**src/rtl/pipelined_addsub.sv**
```systemverilog
// Pipelined WIDTH-bit adder/subtractor: one CHUNK-bit ripple slice per stage,
// carry registered between stages, valid/ready handshake with a global stall.
module pipelined_addsub #(
  parameter int WIDTH = 16,
  parameter int CHUNK = 4
) (
  input  logic             clk,
  input  logic             rst_n,
  input  logic             in_valid,
  output logic             in_ready,
  input  logic [WIDTH-1:0] a,
  input  logic [WIDTH-1:0] b,
  input  logic             cin,
  input  logic             sub,
  output logic             out_valid,
  input  logic             out_ready,
  output logic [WIDTH-1:0] sum,
  output logic             cout,
  output logic             overflow,
  output logic             zero
);

  localparam int STAGES = WIDTH / CHUNK;

  logic [STAGES-1:0] vld_q, vld_d;
  logic [STAGES-1:0] c_q, c_d;
  logic [WIDTH-1:0]  a_q [STAGES];
  logic [WIDTH-1:0]  a_d [STAGES];
  logic [WIDTH-1:0]  b_q [STAGES];
  logic [WIDTH-1:0]  b_d [STAGES];
  logic [WIDTH-1:0]  s_q [STAGES];
  logic [WIDTH-1:0]  s_d [STAGES];
  logic              ovf_q, ovf_d;
  logic              zero_q, zero_d;
  logic              advance;

  logic [WIDTH-1:0]  src_a [STAGES];
  logic [WIDTH-1:0]  src_b [STAGES];
  logic [WIDTH-1:0]  src_s [STAGES];
  logic [STAGES-1:0] src_c;
  logic [STAGES-1:0] src_v;

  // Returns {carry into slice MSB, carry out, CHUNK sum bits}.
  function automatic logic [CHUNK+1:0] ripple_slice(input logic [CHUNK-1:0] x,
                                                    input logic [CHUNK-1:0] y,
                                                    input logic             ci);
    logic [CHUNK-1:0] s;
    logic             c;
    logic             c_prev;
    s      = '0;
    c      = ci;
    c_prev = ci;
    for (int i = 0; i < CHUNK; i++) begin
      c_prev = c;
      s[i]   = x[i] ^ y[i] ^ c;
      c      = (x[i] & y[i]) | (c & (x[i] ^ y[i]));
    end
    return {c_prev, c, s};
  endfunction

  // Stage 0 takes the new operands (b pre-inverted for subtract); later
  // stages take their predecessor's registers.
  always_comb begin
    src_a[0] = a;
    src_b[0] = sub ? ~b : b;
    src_s[0] = '0;
    src_c[0] = sub | cin;
    src_v[0] = in_valid;
    for (int k = 1; k < STAGES; k++) begin
      src_a[k] = a_q[k-1];
      src_b[k] = b_q[k-1];
      src_s[k] = s_q[k-1];
      src_c[k] = c_q[k-1];
      src_v[k] = vld_q[k-1];
    end
  end

  always_comb begin
    logic [CHUNK+1:0] r;
    r       = '0;
    advance = !vld_q[STAGES-1] || out_ready;
    vld_d   = vld_q;
    c_d     = c_q;
    a_d     = a_q;
    b_d     = b_q;
    s_d     = s_q;
    ovf_d   = ovf_q;
    zero_d  = zero_q;
    if (advance) begin
      for (int k = 0; k < STAGES; k++) begin
        r = ripple_slice(src_a[k][k*CHUNK +: CHUNK], src_b[k][k*CHUNK +: CHUNK], src_c[k]);
        a_d[k]   = src_a[k];
        b_d[k]   = src_b[k];
        s_d[k]   = src_s[k];
        s_d[k][k*CHUNK +: CHUNK] = r[CHUNK-1:0];
        c_d[k]   = r[CHUNK];
        vld_d[k] = src_v[k];
      end
      // r now holds the final slice, whose carries bracket the word MSB.
      ovf_d  = r[CHUNK+1] ^ r[CHUNK];
      zero_d = (s_d[STAGES-1] == '0);
    end
  end

  always_ff @(posedge clk or negedge rst_n) begin
    if (!rst_n) begin
      vld_q  <= '0;
      c_q    <= '0;
      a_q    <= '{default: '0};
      b_q    <= '{default: '0};
      s_q    <= '{default: '0};
      ovf_q  <= 1'b0;
      zero_q <= 1'b0;
    end else begin
      vld_q  <= vld_d;
      c_q    <= c_d;
      a_q    <= a_d;
      b_q    <= b_d;
      s_q    <= s_d;
      ovf_q  <= ovf_d;
      zero_q <= zero_d;
    end
  end

  assign in_ready  = advance;
  assign out_valid = vld_q[STAGES-1];
  assign sum       = s_q[STAGES-1];
  assign cout      = c_q[STAGES-1];
  assign overflow  = ovf_q;
  assign zero      = zero_q;

endmodule

```
**config.mk**
```make
export PLATFORM = sky130hd
export DESIGN_NAME = pipelined_addsub
export DESIGN_NICKNAME = d
export VERILOG_FILES = /design/src/rtl/pipelined_addsub.sv
export SDC_FILE = /design/constraint.sdc
export NUM_CORES = 1
export LEC_CHECK = 0
export ABC_AREA = 1
export CORE_ASPECT_RATIO = 0.8
export CORE_MARGIN = 5
export CORE_UTILIZATION = 59
export DETAILED_ROUTE_END_ITERATION = 6
export GPL_TIMING_DRIVEN = 0
export HOLD_SLACK_MARGIN = 0.06
export MAX_ROUTING_LAYER = met4
export PLACE_DENSITY_LB_ADDON = 0.25
export SYNTH_ARGS = -nofsm -noshare
export SYNTH_HDL_FRONTEND = slang
export SYNTH_SLANG_ARGS = --single-unit
```
**constraint.sdc**
```tcl
create_clock -name clk -period 3.8 [get_ports clk]
set_input_delay 1.14 -clock clk [delete_from_list [all_inputs] [get_ports clk]]
set_output_delay 1.14 -clock clk [all_outputs]
set_load 0.02 [all_outputs]
```
**After elaboration in Yosys (flattened, before gate mapping)**

Cells that the tools add are included.

- Bits of input ports: 38
- Word-level logic and storage cells: 101
- Output and inout bits: 21
- Bits in registers: 146

- Bitwise logic cells: 83
- Mux-type cells: 1
- Reductions and logical operators: 3

Operator list:

| kind | number |
|---|---|
| $xor 1x1->1 | 33 |
| $and 1x1->1 | 32 |
| $or 1x1->1 | 17 |
| $logic_not 16->1 | 1 |
| $mux 16 | 1 |
| $not 16->16 | 1 |
| $logic_not 1->1 | 1 |
| $logic_or 1x1->1 | 1 |

**Logic depth before layout (Yosys ltp)**

- Word-level depth: 11
- Depth in mapped cells: 11
- Mapped depth without buffers: 11

**Worst setup path before layout**

OpenSTA, ideal clock, no wires.

- Path kind: input to register
- Start point: input port sub
- End point: register s_q[51] (netlist bit)
- Cell stages on the path: 11
- Arrival: 3.124 ns
- Buffers on the path: 2
- Required time: 3.679 ns
- Path slack: 0.556 ns
- Setup time: 0.121 ns
- Cell sequence: buf_6 buf_6 xor2_1 fa_1 inv_1 fa_1 fa_1 inv_1 fa_1 nand2_1 o21ai_1

- Word-level cells in the longest chain between the ends: 9
- Elaborated cells on any way between the ends: 16
- Classes of those cells: mux (1); bitwise (15)

Ends and longest elaborated chain:

| element | line | source |
|---|---|---|
| start: declaration | 14 | `input logic sub,` |
| $mux 16 | 65 | `src_b[0] = sub ? ~b : b;` |
| $xor 1x1->1 | 56 | `c = (x[i] & y[i]) \| (c & (x[i] ^ y[i]));` |
| $and 1x1->1 | 56 |  |
| $or 1x1->1 | 56 |  |
| $and 1x1->1 | 56 |  |
| $or 1x1->1 | 56 |  |
| $and 1x1->1 | 56 |  |
| $or 1x1->1 | 56 |  |
| $xor 1x1->1 * | 55 | `s[i] = x[i] ^ y[i] ^ c;` |
| end signal: assignment | 111 | `s_q <= '{default: '0};` |
| end signal: assignment | 119 | `s_q <= s_d;` |
| end: declaration | 31 | `logic [WIDTH-1:0] s_q [STAGES];` |

Every way passes the cells marked *; elsewhere a longest branch is shown, timed or not.
A chain may end at the register's enable or synchronous reset.

**Final worst setup path**

- Start point: input port out_ready
- End point: output port in_ready

- Word-level cells in the longest chain between the ends: 1

Ends and longest elaborated chain:

| element | line | source |
|---|---|---|
| start: declaration | 16 | `input logic out_ready,` |
| $logic_or 1x1->1 | 81 | `advance = !vld_q[STAGES-1] \|\| out_ready;` |
| end: declaration | 10 | `output logic in_ready,` |

No other way between the ends.

==> impl_metrics.prom <==
# TYPE chip_impl_metric gauge
chip_impl_metric{name="first_pass_iters",unit=""} 4
chip_impl_info{name="commonest_non_fill_non_tap_cell_in_the_layout",value="sky130_fd_sc_hd__nand2_1"} 1
chip_impl_metric{name="cts.clk_slew.worst_paths",unit="ps"} 90
chip_impl_metric{name="place_congestion",unit=""} 0.828
chip_impl_metric{name="synthesis.area",unit="um2"} 4340
chip_impl_metric{name="total_power",unit="uW"} 4190
chip_impl_info{name="most_frequent_cells_in_the_layout",value="sky130_fd_sc_hd__nand2_1, sky130_fd_sc_hd__dfrtp_1, sky130_fd_sc_hd__clkdlybuf4s50_1"} 1
chip_impl_metric{name="global_route.usage.total",unit="%"} 23.2
chip_impl_metric{name="synth.ff_latch_count",unit=""} 98
chip_impl_metric{name="ys_types",unit=""} 18
chip_impl_metric{name="vdd_drop_max",unit="V"} 0.000560
chip_impl_info{name="type_of_the_setup_path_with_the_least_slack",value="in -> out"} 1
chip_impl_metric{name="synth_nets",unit=""} 506
chip_impl_info{name="worst_r2r_endpoint",value="zero"} 1
chip_impl_metric{name="global_route.overflow_total",unit=""} 0
chip_impl_metric{name="antenna_found_initial",unit=""} 0
chip_impl_info{name="critical_path.cell_chain",value="clkdlybuf4s50_1 > nor2_4 > inv_2 > buf_2 > dlygate4sd2_1"} 1
chip_impl_metric{name="worst-r2r-setup-slack",unit="ps"} 1340
chip_impl_metric{name="hpwlAfterDp",unit="um"} 6770
chip_impl_metric{name="grt_max_degree",unit=""} 75
chip_impl_metric{name="final_max_slew_viol_count",unit=""} 0
chip_impl_metric{name="drc",unit=""} 0
chip_impl_metric{name="drive_above_1_share",unit="%"} 11.0
chip_impl_metric{name="slowest_delay",unit="ps"} 440
chip_impl_metric{name="drt-vias-per-instance",unit=""} 5.06
chip_impl_metric{name="clock.fmax",unit="MHz"} 276
chip_impl_metric{name="max-slew-margin-rel",unit="%"} 67.7
chip_impl_metric{name="cts_hold_buf",unit=""} 0
chip_impl_info{name="clock_tree.root_cell",value="sky130_fd_sc_hd__clkbuf_8"} 1
chip_impl_metric{name="postCtsResizedCells",unit=""} 1
chip_impl_metric{name="chip_height",unit="um"} 86.8
chip_impl_info{name="endpoint_kind",value="primary output"} 1
chip_impl_metric{name="fraction_of_the_yosys_area_taken_by_sequential_cells",unit="%"} 56.5
chip_impl_metric{name="netlist_instances",unit=""} 452
chip_impl_metric{name="report.final.setup_viol",unit=""} 0
chip_impl_info{name="status",value="finished clean"} 1
chip_impl_metric{name="multiInputGateArea",unit="um2"} 1460
chip_impl_info{name="clock_tree_from_tritoncts",value="done"} 1
chip_impl_metric{name="worst-slew-pin-transition",unit="ps"} 484
chip_impl_metric{name="post_synth.cell_area_avg",unit="um2"} 9.61
chip_impl_metric{name="cts_made_buffers",unit=""} 9
chip_impl_metric{name="clkLatencyLatePin",unit="ps"} 360
chip_impl_metric{name="first_pass_grt_wire_length",unit="um"} 15800
chip_impl_info{name="critPathSlowestCell",value="sky130_fd_sc_hd__clkdlybuf4s50_1"} 1
chip_impl_metric{name="layout.filler_cells",unit=""} 551
chip_impl_info{name="cp-start-kind",value="input port"} 1
chip_impl_info{name="setup_repair_after_global_routing_missed_its_margin",value="false"} 1
chip_impl_metric{name="areaGrowthSynthToFinish",unit="%"} 21.5
chip_impl_metric{name="wl_per_cell",unit="um"} 14.9
chip_impl_metric{name="hold_viol_final",unit=""} 0
chip_impl_metric{name="drtAntennaViolNets",unit=""} 0
chip_impl_metric{name="floorplan.die_area",unit="um2"} 9190
chip_impl_metric{name="initial_utilization",unit="%"} 59.6
chip_impl_info{name="r2r_start",value="a_q[28]"} 1
chip_impl_metric{name="cp.arrival",unit="ps"} 2480
chip_impl_metric{name="timing.final.crit_share",unit="%"} 95.4
chip_impl_metric{name="power.density",unit="nW/um2"} 794
chip_impl_metric{name="cts.htree.levels",unit=""} 3
chip_impl_metric{name="cp.required",unit="ps"} 2660
chip_impl_metric{name="clock_skew",unit="ps"} 7.44
chip_impl_metric{name="first_global_vias",unit=""} 3204
chip_impl_metric{name="area.sequential",unit="um2"} 2450
chip_impl_metric{name="critPathMaxFanout",unit=""} 10
chip_impl_metric{name="post-cts-setup-buffer-count",unit=""} 0
chip_impl_metric{name="r2r.worst_path.cells",unit=""} 11
chip_impl_metric{name="postRouteWirelength",unit="um"} 9200
chip_impl_metric{name="tns",unit="ps"} 0
chip_impl_metric{name="yosysWarnings",unit=""} 0
chip_impl_metric{name="cts-root-to-sink-buffers",unit=""} 2
chip_impl_metric{name="power.leakage",unit="uW"} 0.00256
chip_impl_metric{name="core_area",unit="um2"} 7290
chip_impl_metric{name="num_rows",unit=""} 28
chip_impl_metric{name="maxCapViolCount",unit=""} 0
chip_impl_metric{name="clock_sink_count",unit=""} 98
chip_impl_info{name="min_path_type",value="reg -> reg"} 1
chip_impl_metric{name="io_buf_count",unit=""} 57
chip_impl_metric{name="finalNetCount",unit=""} 575
chip_impl_info{name="crit_path_to",value="in_ready"} 1
chip_impl_info{name="critPathLaunch",value="out_ready"} 1
chip_impl_metric{name="antenna-diode-count",unit=""} 0
chip_impl_metric{name="chipWidth",unit="um"} 106
chip_impl_metric{name="layout_min_cycle_time",unit="ps"} 3620
chip_impl_metric{name="boundaryPins",unit=""} 59
chip_impl_metric{name="route.vias.total",unit=""} 3115
chip_impl_metric{name="drt_iter0_drcs",unit=""} 222
## layer usage
metal | part of all wire (%) | track usage [%] | vias to the layer above | wire length, um
met4 | 1.4 | 5.29 | 0 | 125
li1 | - | - | 1504 | -
met1 | 41 | 30.0 | 1493 | 3790
met3 | 7.5 | 5.51 | 13 | 691
met2 | 50 | 38.0 | 105 | 4590
met5 | 0 | - | - | 0
## power by group
part	total, uW	internal (uW)	switching, uW
Combinational	1690	742	953
Sequential	1750	1500	250
Clock	746	390	356
## synth_stat cells
cell type | count | area [um2]
sky130_fd_sc_hd__fa_1 | 16 | 320
sky130_fd_sc_hd__o21ai_0 | 43 | 215
sky130_fd_sc_hd__or2_2 | 2 | 12.5
sky130_fd_sc_hd__inv_1 | 45 | 169
sky130_fd_sc_hd__inv_2 | 1 | 3.75
sky130_fd_sc_hd__nor2_4 | 1 | 11.3
sky130_fd_sc_hd__nand3_1 | 2 | 10.0
sky130_fd_sc_hd__o21ai_1 | 26 | 130
sky130_fd_sc_hd__buf_6 | 3 | 33.8
sky130_fd_sc_hd__buf_2 | 11 | 55.1
sky130_fd_sc_hd__nand2_1 | 152 | 571
sky130_fd_sc_hd__clkbuf_2 | 1 | 5.00
sky130_fd_sc_hd__xor2_1 | 3 | 26.3
sky130_fd_sc_hd__nor2_1 | 11 | 41.3
sky130_fd_sc_hd__clkbuf_1 | 2 | 7.51
sky130_fd_sc_hd__dfrtp_1 | 98 | 2450
sky130_fd_sc_hd__buf_4 | 21 | 158
sky130_fd_sc_hd__xnor2_1 | 14 | 123
## flip-flops by register name, summed over array words and instances, names as in the netlist
signal    cells
a_q          24
b_q          24
s_q          24
sum          16
c_q           4
vld_q         4
overflow      1
zero          1
## cells by family (layout without fill, tap and decap cells)
family	Yosys count	after routing	share of synthesized area, %
buf+inv	84	158	9.94
flops	98	98	56.5
compound gates	69	69	7.95
simple gates	168	168	14.9
fa+ha+maj	16	16	7.37
xor+xnor	17	17	3.43
## metrics by stage
step	cell area [um2]	utilization, %	cells	setup slack, ps	hold slack, ps
after floorplan	4340	-	452	556	440
after global placement	5030	69.0	599	-1870	455
after detailed placement	5050	69.3	600	-43.0	456
after CTS	5280	72.4	616	169	471
after global routing	5280	72.4	616	82.4	499
final	5280	72.4	616	177	471
## worst max-delay path: cells and delay by family
| kind | cells | cell delay [ps] |
|---|---|---|
| buf+inv | 4 | 1090 |
| simple gates | 1 | 250 |
## worst min path at each step
stage / slack, ps / cells after the start / end / startpoint
6_report: 470 / 2 / b_q[30] / b_q[46]
5_1_grt: 500 / 2 / s_q[23] / s_q[39]
4_1_cts: 470 / 2 / b_q[30] / b_q[46]
3_5_place_dp: 460 / 2 / s_q[33] / s_q[49]
3_3_place_gp: 450 / 2 / b_q[45] / b_q[61]
2_1_floorplan: 440 / 1 / vld_q[3] / vld_q[2]
## cell type report
| class | instances | area share [%] |
|---|---|---|
| flip-flops and latches | 98 | 46.5 |
| multi-input cells | 270 | 27.7 |
| repair buffers | 58 | 11.3 |
| plain buffers | 38 | 4.91 |
| inverters | 46 | 3.27 |
| clock buffers | 10 | 2.61 |
| well taps | 90 | 2.13 |
| clock inverters | 6 | 1.71 |
Note: power is estimated with default switching activity, not from simulation.
